<file path="config.mk">
export PLATFORM = sky130hd
export DESIGN_NAME = multiplier_controller_taint
export DESIGN_NICKNAME = d
export VERILOG_FILES = /design/src/rtl/mult_pkg.sv /design/src/rtl/multiplier_controller_taint.sv
export SDC_FILE = /design/constraint.sdc
export NUM_CORES = 1
export LEC_CHECK = 0
export CAP_MARGIN = 30
export CORE_MARGIN = 2
export CORE_UTILIZATION = 30
export DETAILED_ROUTE_END_ITERATION = 10
export GPL_ROUTABILITY_DRIVEN = 0
export PLACE_DENSITY = 0.75
export SLEW_MARGIN = 5
export SYNTH_ARGS = -nofsm -noshare
export SYNTH_HDL_FRONTEND = slang
export SYNTH_SLANG_ARGS = --single-unit
</file>
<file path="constraint.sdc">
create_clock -name clk -period 3.2 [get_ports clk]
set_clock_uncertainty 0.15 [all_clocks]
set_input_delay 0.64 -clock clk [delete_from_list [all_inputs] [get_ports clk]]
set_output_delay 0.64 -clock clk [all_outputs]
set_load 0.1 [all_outputs]
</file>
<file path="src/rtl/mult_pkg.sv">
// Shared definitions for the taint-tracking multiplier controller:
// FSM state encoding and the bit-counter width helper.
package mult_pkg;

    typedef enum logic [2:0] {
        S_IDLE  = 3'd0,
        S_LOAD  = 3'd1,
        S_ADD   = 3'd2,
        S_SHIFT = 3'd3,
        S_DONE  = 3'd4
    } state_e;

    function automatic int cnt_width(input int w);
        return $clog2(w) + 1;
    endfunction

endpackage

</file>
<file path="src/rtl/multiplier_controller_taint.sv">
// Shift-add multiplier controller with fixed latency and optional taint
// tracking (MULT_CTRL_TAINT_EN). Ports:
//   clk, rst (sync, active-high), start/start_t, multiplierReg/_t [WIDTH]
//   rsload, rsclear, rsshr, mrld, mdld, busy, done and their *_t taints.
module multiplier_controller_taint
    import mult_pkg::*;
#(
    parameter int WIDTH = 4
) (
    input  logic             clk,
    input  logic             rst,
    input  logic             start,
    input  logic             start_t,
    input  logic [WIDTH-1:0] multiplierReg,
    input  logic [WIDTH-1:0] multiplierReg_t,
    output logic             rsload,
    output logic             rsclear,
    output logic             rsshr,
    output logic             mrld,
    output logic             mdld,
    output logic             busy,
    output logic             done,
    output logic             rsload_t,
    output logic             rsclear_t,
    output logic             rsshr_t,
    output logic             mrld_t,
    output logic             mdld_t,
    output logic             busy_t,
    output logic             done_t
);

    localparam int            CW       = cnt_width(WIDTH);
    localparam logic [CW-1:0] CNT_LAST = CW'(WIDTH - 1);

    state_e        state_q, state_d;
    logic [CW-1:0] cnt_q, cnt_d;
    logic          bit_sel;

    always_ff @(posedge clk) begin
        if (rst) begin
            state_q <= S_IDLE;
            cnt_q   <= '0;
        end else begin
            state_q <= state_d;
            cnt_q   <= cnt_d;
        end
    end

    always_comb begin
        state_d = state_q;
        cnt_d   = cnt_q;
        unique case (state_q)
            S_IDLE:  if (start) state_d = S_LOAD;
            S_LOAD: begin
                cnt_d   = '0;
                state_d = S_ADD;
            end
            S_ADD:   state_d = S_SHIFT;
            S_SHIFT: begin
                if (cnt_q == CNT_LAST) begin
                    state_d = S_DONE;
                end else begin
                    cnt_d   = cnt_q + CW'(1);
                    state_d = S_ADD;
                end
            end
            S_DONE:  state_d = S_IDLE;
            default: state_d = S_IDLE;
        endcase
    end

    // Mux by comparison so the index never exceeds the operand range.
    always_comb begin
        bit_sel = 1'b0;
        for (int i = 0; i < WIDTH; i++) begin
            if (cnt_q == CW'(i)) bit_sel = multiplierReg[i];
        end
    end

    assign rsload  = (state_q == S_ADD) & bit_sel;
    assign rsshr   = (state_q == S_SHIFT);
    assign rsclear = (state_q == S_LOAD);
    assign mrld    = (state_q == S_LOAD);
    assign mdld    = (state_q == S_LOAD);
    assign busy    = (state_q != S_IDLE);
    assign done    = (state_q == S_DONE);

`ifdef MULT_CTRL_TAINT_EN
    logic st_t_q;
    logic bit_t;

    // Control flow is data-independent, so only start_t feeds the state taint.
    always_ff @(posedge clk) begin
        if (rst) begin
            st_t_q <= 1'b0;
        end else if (state_q == S_IDLE) begin
            st_t_q <= start_t;
        end
    end

    always_comb begin
        bit_t = 1'b0;
        for (int i = 0; i < WIDTH; i++) begin
            if (cnt_q == CW'(i)) bit_t = multiplierReg_t[i];
        end
    end

    assign rsload_t  = st_t_q | ((state_q == S_ADD) & bit_t);
    assign rsclear_t = st_t_q;
    assign rsshr_t   = st_t_q;
    assign mrld_t    = st_t_q;
    assign mdld_t    = st_t_q;
    assign busy_t    = st_t_q;
    assign done_t    = st_t_q;
`else
    logic unused_taint;
    assign unused_taint = ^{start_t, multiplierReg_t};

    assign rsload_t  = 1'b0;
    assign rsclear_t = 1'b0;
    assign rsshr_t   = 1'b0;
    assign mrld_t    = 1'b0;
    assign mdld_t    = 1'b0;
    assign busy_t    = 1'b0;
    assign done_t    = 1'b0;
`endif

endmodule

</file>
* After elaboration in Yosys (flattened, before gate mapping)
Cells that the tools add are included.
Word-level totals: register bits 6, bits of input ports 12, output and inout bits 14, logic and storage cells 27
Operators by class: add/sub/neg operators 1, eq/ne operators 9, mux-type cells 9, bitwise operators 1, reduce and logical (&&, ||, !) cells 5
Operators by type and width (number):
- == test 3 x 2 -> 1 bit (second input constant) | 4
- case mux 3 bit (4 select lines) | 1
- two-way mux 3 bit | 3
- == test 3 x 1 -> 1 bit (second input constant) | 2
- logical NOT 3 bit | 2
- case mux 3 bit (2 select lines) | 1
- two-way mux 1 bit | 4
- inequality test 2 bit (second input constant) | 2
- adder 3 x 1 -> 3 bit (second input constant) | 1
- == test 3 bit (second input constant) | 1
- nonzero test 3 bit | 1
- AND reduction 2 bit | 1
- nonzero test 2 bit | 1
- AND 1 bit | 1

* Logic depth before layout (Yosys ltp)
Gate-level depths: netlist of the first run.
depth in word-level cells 6, depth in mapped cells 5, gate-level depth less buffers 5

* Worst setup path after synthesis of the first run
Ideal clock, no wire load.
path type register to output, from reg state_q[0], to out mrld, arrival time 2299 ps, required time 2410 ps, slack 111 ps, cell stages (with the launch flop) 4, path through dfxtp_1 nand2b_4 nor2_1 buf_4
On the way: cells in the longest elaborated chain, start to end 1
Ends and longest elaborated chain:
- start, declared | RTL line multiplier_controller_taint.sv:35 | state_e state_q, state_d;
- start signal, assigned | RTL line multiplier_controller_taint.sv:44 | state_q <= state_d;
- == test 3 x 1 -> 1 bit
- end, declared | RTL line multiplier_controller_taint.sv:19 | output logic mrld,
No other way between the ends.

* Worst setup path after layout of the first run
from in multiplierReg[1], to out rsload
On the way: cells in the longest elaborated chain, start to end 4
Ends and longest elaborated chain:
- start, declared | RTL line multiplier_controller_taint.sv:14 | input logic [WIDTH-1:0] multiplierReg,
- two-way mux 1 bit (3 in series) | RTL line multiplier_controller_taint.sv:76 | if (cnt_q == CW'(i)) bit_sel = multiplierReg[i];
- AND 1 bit | RTL line multiplier_controller_taint.sv:80 | assign rsload = (state_q == S_ADD) & bit_sel;
- end, declared | RTL line multiplier_controller_taint.sv:16 | output logic rsload,
No other way between the ends.

==> results of run 1 <==
## stage by stage
stage / setup slack [ps] / power [uW]
6_report: 651.9 / 263.0
5_1_grt: 485.1 / 277.1
4_1_cts: 619.3 / 266.9
3_5_place_dp: 648.3 / 195.2
3_3_place_gp: 651.9 / 194.7
2_1_floorplan: 111.3 / 183.8
## layout make-up
cell class	instances	area (sq um)	area share, %
Multi-Input combinational cell	43	281.5	48.49
Timing Repair Buffer	13	125.1	21.55
Sequential cell	6	120.1	20.69
Clock buffer	3	22.52	3.879
Tap cell	16	20.02	3.448
Inverter	3	11.26	1.940
## worst register-to-register path: stages (launching register included)
cell and delay (ps):
dfxtp_1 350, ha_1 210, ha_1 270, and2_1 220
a2111oi_1 390
## final timing paths
kind	startpoint	to
worst min-delay path	cnt_q[2]$_SDFFE_PP0P_	cnt_q[2]$_SDFFE_PP0P_
worst max register to register	cnt_q[0]$_SDFFE_PP0P_	state_q[1]$_SDFFE_PP0P_
worst max-delay path	multiplierReg[1]	rsload
worst min register to register	cnt_q[2]$_SDFFE_PP0P_	cnt_q[2]$_SDFFE_PP0P_
## sequential cells by signal, indices dropped and copies added, names as in the netlist
register and count:
cnt_q 3, state_q 3
## metal layers
layer / share of wire (%) / GRT usage, % / up-vias
met5: 0 / 0 / -
met4: 1.5 / 9.091 / 0
met3: 6.5 / 3.830 / 2
li1: - / - / 200
met1: 48 / 11.83 / 163
met2: 44 / 12.24 / 12
## cell usage after synthesis, types with 2 or more instances
library cell	count
a21oi_1	3
and2_1	3
buf_4	9
dfxtp_1	6
ha_1	5
inv_1	3
nand2_1	2
nor2_1	5
nor2b_1	2
o21ai_1	4
or3_1	2
## cell families after synthesis
group,Yosys count,synth area share [%]
buffers and inverters,13,18.11
AOI/OAI and AO/OA,12,16.76
DFF,6,25.95
adders and majority gates,5,13.51
other,1,0.8100
and+or+nand+nor,19,24.86
## report_power, final
group / internal, uW / switching, uW
Combinational: 21.3 / 90.3
Clock: 42.4 / 26.6
Sequential: 77.4 / 4.95
Total: 141 / 122
==> results by group, run 1 <==
Detailed routing
  – Drt wl/cell: 9.571 um
  – Iter 0 DRT Violations: 4
  – Total number of vias: 377
  – DR DRC count: 0
  – Avg Vias per Cell: 4.488
  – Antenna viol nets, final: 0
  – WL final: 804 um
  – Initial DRT Pass Iterations: 2

Logic synthesis
  – Synth Flop Type: dfxtp_1
  – Yosys cell types: 23
  – Yosys reg bits: 6
  – Average cell area after synthesis: 8.267 sq um
  – Async SR Flop Fraction: 0%
  – EDFF count, synth: 0
  – Cell area after synthesis: 462.9 sq um
  – Most area-hungry cell type in the Yosys netlist: dfxtp_1
  – Register area share after synthesis: 25.95%
  – Top cell type's share of synthesized area: 25.95%
  – Cells after Synth: 56
  – Synth warn: 0
  – Synth top area cells: dfxtp_1 26%, buf_4 15%, ha_1 14%

Floorplanning
  – Core area: 0.001471 sq mm
  – Initial core utilization: 31.46%
  – Die footprint: 0.001873 sq mm
  – Ports: 26
  – # rows: 14
  – Die H: 43.28 um
  – Die Wd: 43.28 um

Clock network
  – Htree depth: 1
  – Cts hold-fix bufs: 0
  – Max Root-Sink Buffers: 2
  – Post-CTS sizing: 0
  – CTS sink count: 6
  – Root Driver: clkbuf_4
  – Post-CTS setup buffers: 0
  – CTS tree: built
  – Worst skew pair latency: 240 ps
  – CTS clk-pin slew, worst paths: 50 ps
  – TritonCTS Buffers: 3

STA
  – Final Hold Viols: 0
  – Hold Slack: 345.5 ps
  – RSZ-0062 raised after global routing: false
  – Period utilization: 79.63%
  – Max Slew Vio Count: 0
  – Setup-failing EPs final: 0
  – Final period demand of the worst path: 2548 ps
  – Post-Route Setup TNS: 0 ps
  – Fmax: 392.4 MHz

Global route
  – Number of global-route vias before repair: 308
  – Initial antenna violation count: 0
  – Global route overflow: 0
  – First-pass GRT wire length: 1.269 mm
  – Gr usage total: 9.619%
  – Largest net degree at the start of global routing: 11

Placement
  – Dpl hpwl: 610.8 um
  – I/O Buffers: 13
  – Dpl cells: 81
  – Placed Area: 558.0 sq um

Setup path
  – Crit path depth: 5
  – Critical Path Max Stage Delay: 400 ps
  – CP max FO: 1
  – Worst R2R Path Depth: 4
  – CP Cell Sequence: clkdlybuf4s50_1 > a211oi_1 > o21ai_1 > and4_1 > buf_12
  – Reg-to-reg setup timing slack: 1490 ps
  – Critical path type: input port to output pin
  – CP top delay family: buffers and inverters
  – Worst path buffer plus inverter count: 2
  – Startpoint type of the worst setup path: input port
  – Worst Path Required: 2410 ps
  – Arrival time at the worst endpoint: 1760 ps
  – Worst Setup End Kind: output pin
  – Slowest CP cell: clkdlybuf4s50_1

Final layout
  – Share of layout cells above drive strength 1: 17.65%
  – Finished Cell Area: 580.6 sq um
  – Area Overhead vs Synth: 25.41%
  – Finished Layout Cells: 84
  – Most frequent cells in the layout: 7 x conb_1, 6 x dfxtp_1, 6 x clkdlybuf4s50_1, 6 x buf_4
  – Most common cell after layout, fill and taps aside: conb_1
  – Total Nets Final: 87
  – Filler Cells Inserted: 152
  – Share of the core filled with cells: 39.46%
  – Diodes inserted: 0

Power and ir drop
  – Pleak: 0.0002506 uW
  – Worst vdd ir: 0.0001943 V
  – Power density over cell area: 453.0 mW/mm^2

Flow run
  – Maxcap violations: 0

Outcome
  – Status: finished clean

Hold path
  – Hold Crit Depth: 2
  – Hold Path Class: register to register
Note: power is estimated with default switching activity, not from simulation.
==> run 2: changes to the inputs <==
--- a/config.mk
+++ b/config.mk
@@ -10,7 +10,7 @@
 export CORE_UTILIZATION = 30
 export DETAILED_ROUTE_END_ITERATION = 10
 export GPL_ROUTABILITY_DRIVEN = 0
-export PLACE_DENSITY = 0.75
+export PLACE_DENSITY = 0.78
 export SLEW_MARGIN = 5
 export SYNTH_ARGS = -nofsm -noshare
 export SYNTH_HDL_FRONTEND = slang
==> constraint.sdc (replaced) <==
create_clock -name clk -period 2.33 [get_ports clk]
set_clock_uncertainty 0.15 [all_clocks]
set_input_delay 0.466 -clock clk [delete_from_list [all_inputs] [get_ports clk]]
set_output_delay 0.466 -clock clk [all_outputs]
set_load 0.1 [all_outputs]
==> results by group, run 2 (synthesis results as in run 1) <==
Outcome
  – Status: finished clean (unchanged)

Placement
  – I/O Buffers: 13 (unchanged)
  – Placed Area: 641.9 sq um (was 558.0 sq um)
  – Dpl hpwl: 724.2 um (was 610.8 um)

STA
  – Hold Slack: 353.2 ps (was 345.5 ps)
  – Period utilization: 98.58%
  – Final period demand of the worst path: 2297 ps
  – Max Slew Vio Count: 0 (unchanged)
  – Final Hold Viols: 0 (unchanged)
  – Post-Route Setup TNS: 0 ps (unchanged)
  – Fmax: 435.4 MHz
  – Setup-failing EPs final: 0 (unchanged)

Power and ir drop
  – Switching power: 176.9 uW (was 121.9 uW)
  – Pleak: 0.0002730 uW (was 0.0002506 uW)
  – Power density over cell area: 553.8 mW/mm^2 (was 453.0 mW/mm^2)
  – Worst vdd ir: 0.0003011 V (was 0.0001943 V)
  – Clk network pwr share: 25.1% (was 26.2%)
  – Switching Fraction: 45.42% (was 46.35%)
  – Sequential power share: 29.1% (was 31.3%)
  – Int Power: 212.5 uW (was 141.1 uW)
  – Power share of the combinational group: 45.8% (was 42.4%)

Detailed routing
  – DR DRC count: 0 (unchanged)
  – WL final: 1.006 mm (was 804 um)
  – Drt wl/cell: 11.98 um (was 9.571 um)
  – Avg Vias per Cell: 4.917 (was 4.488)
  – Total number of vias: 413 (was 377)
  – Antenna viol nets, final: 0 (unchanged)
  – Initial DRT Pass Iterations: 4 (was 2)
  – Iter 0 DRT Violations: 7 (was 4)

Floorplanning
  – Core area: 0.001471 sq mm (unchanged)
  – Ports: 26 (unchanged)
  – Initial core utilization: 31.46% (unchanged)
  – Die Wd: 43.28 um (unchanged)
  – # rows: 14 (unchanged)
  – Die H: 43.28 um (unchanged)
  – Die footprint: 0.001873 sq mm (unchanged)

Setup path
  – Arrival time at the worst endpoint: 1680 ps (was 1760 ps)
  – Worst Path Required: 1710 ps (was 2410 ps)
  – Startpoint type of the worst setup path: input port (unchanged)
  – Worst Setup End Kind: output pin (unchanged)
  – CP max FO: 1 (unchanged)
  – Critical path type: input port to output pin (unchanged)

Final layout
  – Share of layout cells above drive strength 1: 30.88% (was 17.65%)
  – Diodes inserted: 0 (unchanged)
  – Most frequent cells in the layout: 7 x conb_1, 7 x buf_12, 6 x clkdlybuf4s50_1 (was 7 x conb_1, 6 x dfxtp_1, 6 x clkdlybuf4s50_1, 6 x buf_4)
  – Finished Cell Area: 703.2 sq um (was 580.6 sq um)
  – Total Nets Final: 87 (unchanged)
  – Share of the core filled with cells: 47.79% (was 39.46%)
  – Sequential cell area: 125.1 sq um (was 120.1 sq um)
  – Filler Cells Inserted: 137 (was 152)
  – Regs by FF count: cnt_q x3, state_q x3 (unchanged)
  – Area Overhead vs Synth: 51.89% (was 25.41%)
  – Area occupied by multi-input gates: 324.1 sq um (was 281.5 sq um)

Global route
  – Gr usage total: 11.97% (was 9.619%)
  – Initial antenna violation count: 0 (unchanged)
  – Global route overflow: 0 (unchanged)
  – Largest net degree at the start of global routing: 11 (unchanged)
  – Number of global-route vias before repair: 366 (was 308)
  – First-pass GRT wire length: 1.573 mm (was 1.269 mm)

Clock network
  – CTS clk-pin slew, worst paths: 50 ps (about the same)
  – Htree depth: 1 (unchanged)
  – CTS tree: built (unchanged)
  – Max Root-Sink Buffers: 2 (unchanged)
  – TritonCTS Buffers: 3 (unchanged)
  – Root Driver: clkbuf_4 (unchanged)
  – Worst skew pair latency: 250 ps (was 240 ps)
  – Post-CTS setup buffers: 0 (unchanged)
  – Cts hold-fix bufs: 0 (unchanged)
  – CTS sink count: 6 (unchanged)

Flow run
  – Maxcap violations: 0 (unchanged)

Hold path
  – Hold Path Class: register to register (unchanged)
-- run 2: per-layer routing --
layer	GRT usage [%]	vias to the layer above	wire [um]
met4	9.091	0	8
met3	3.830	2	50
li1	-	200	-
met2	18.51	17	543
met5	0	-	0
met1	13.40	194	403
-- run 2: worst max-delay path: stages --
cell,delay [ps]
clkdlybuf4s50_1,460
nor2b_1,50
o31ai_1,260
and4_4,280
buf_12,170
-- run 2: worst paths after layout --
path	cells after the start	end	startpoint	slack (ps)
worst max-delay path	5	rsload	multiplierReg[2]	30
worst min-delay path	2	cnt_q[2]$_SDFFE_PP0P_	cnt_q[2]$_SDFFE_PP0P_	350
worst max register to register	4	state_q[1]$_SDFFE_PP0P_	cnt_q[0]$_SDFFE_PP0P_	770
worst min register to register	2	cnt_q[2]$_SDFFE_PP0P_	cnt_q[2]$_SDFFE_PP0P_	350
-- run 2: power by group through the flow --
stage	logic, uW	registers (uW)	clock network (uW)
floorplan	144	111	0
global placement	176	115	0
detailed placement	177	116	0
CTS	177	114	102
global route	184	114	109
finish	178	113	97.7
-- run 2: what timing repair did --
action	CTS	global route
pin swaps	0	2
gates resized for setup	4	7
setup endpoints to repair	1	1
hold endpoints to repair	0	0
-- run 2: area by class of cell --
| class | instances | area share, % |
|---|---|---|
| Sequential cell | 6 | 17.79 |
| Inverter | 3 | 1.601 |
| Multi-Input combinational cell | 43 | 46.09 |
| Timing Repair Buffer | 13 | 28.47 |
| Tap cell | 16 | 2.847 |
| Clock buffer | 3 | 3.203 |
-- run 2: through the flow --
step | setup slack, ps | total power, uW | instances
after floorplan | 141.9 | 254.7 | 62
after global placement | 117.9 | 291.8 | 81
after detailed placement | 107.2 | 292.7 | 81
after CTS | 40.77 | 392.8 | 84
after global routing | -41.92 | 407.0 | 84
final | 33.01 | 389.4 | 84
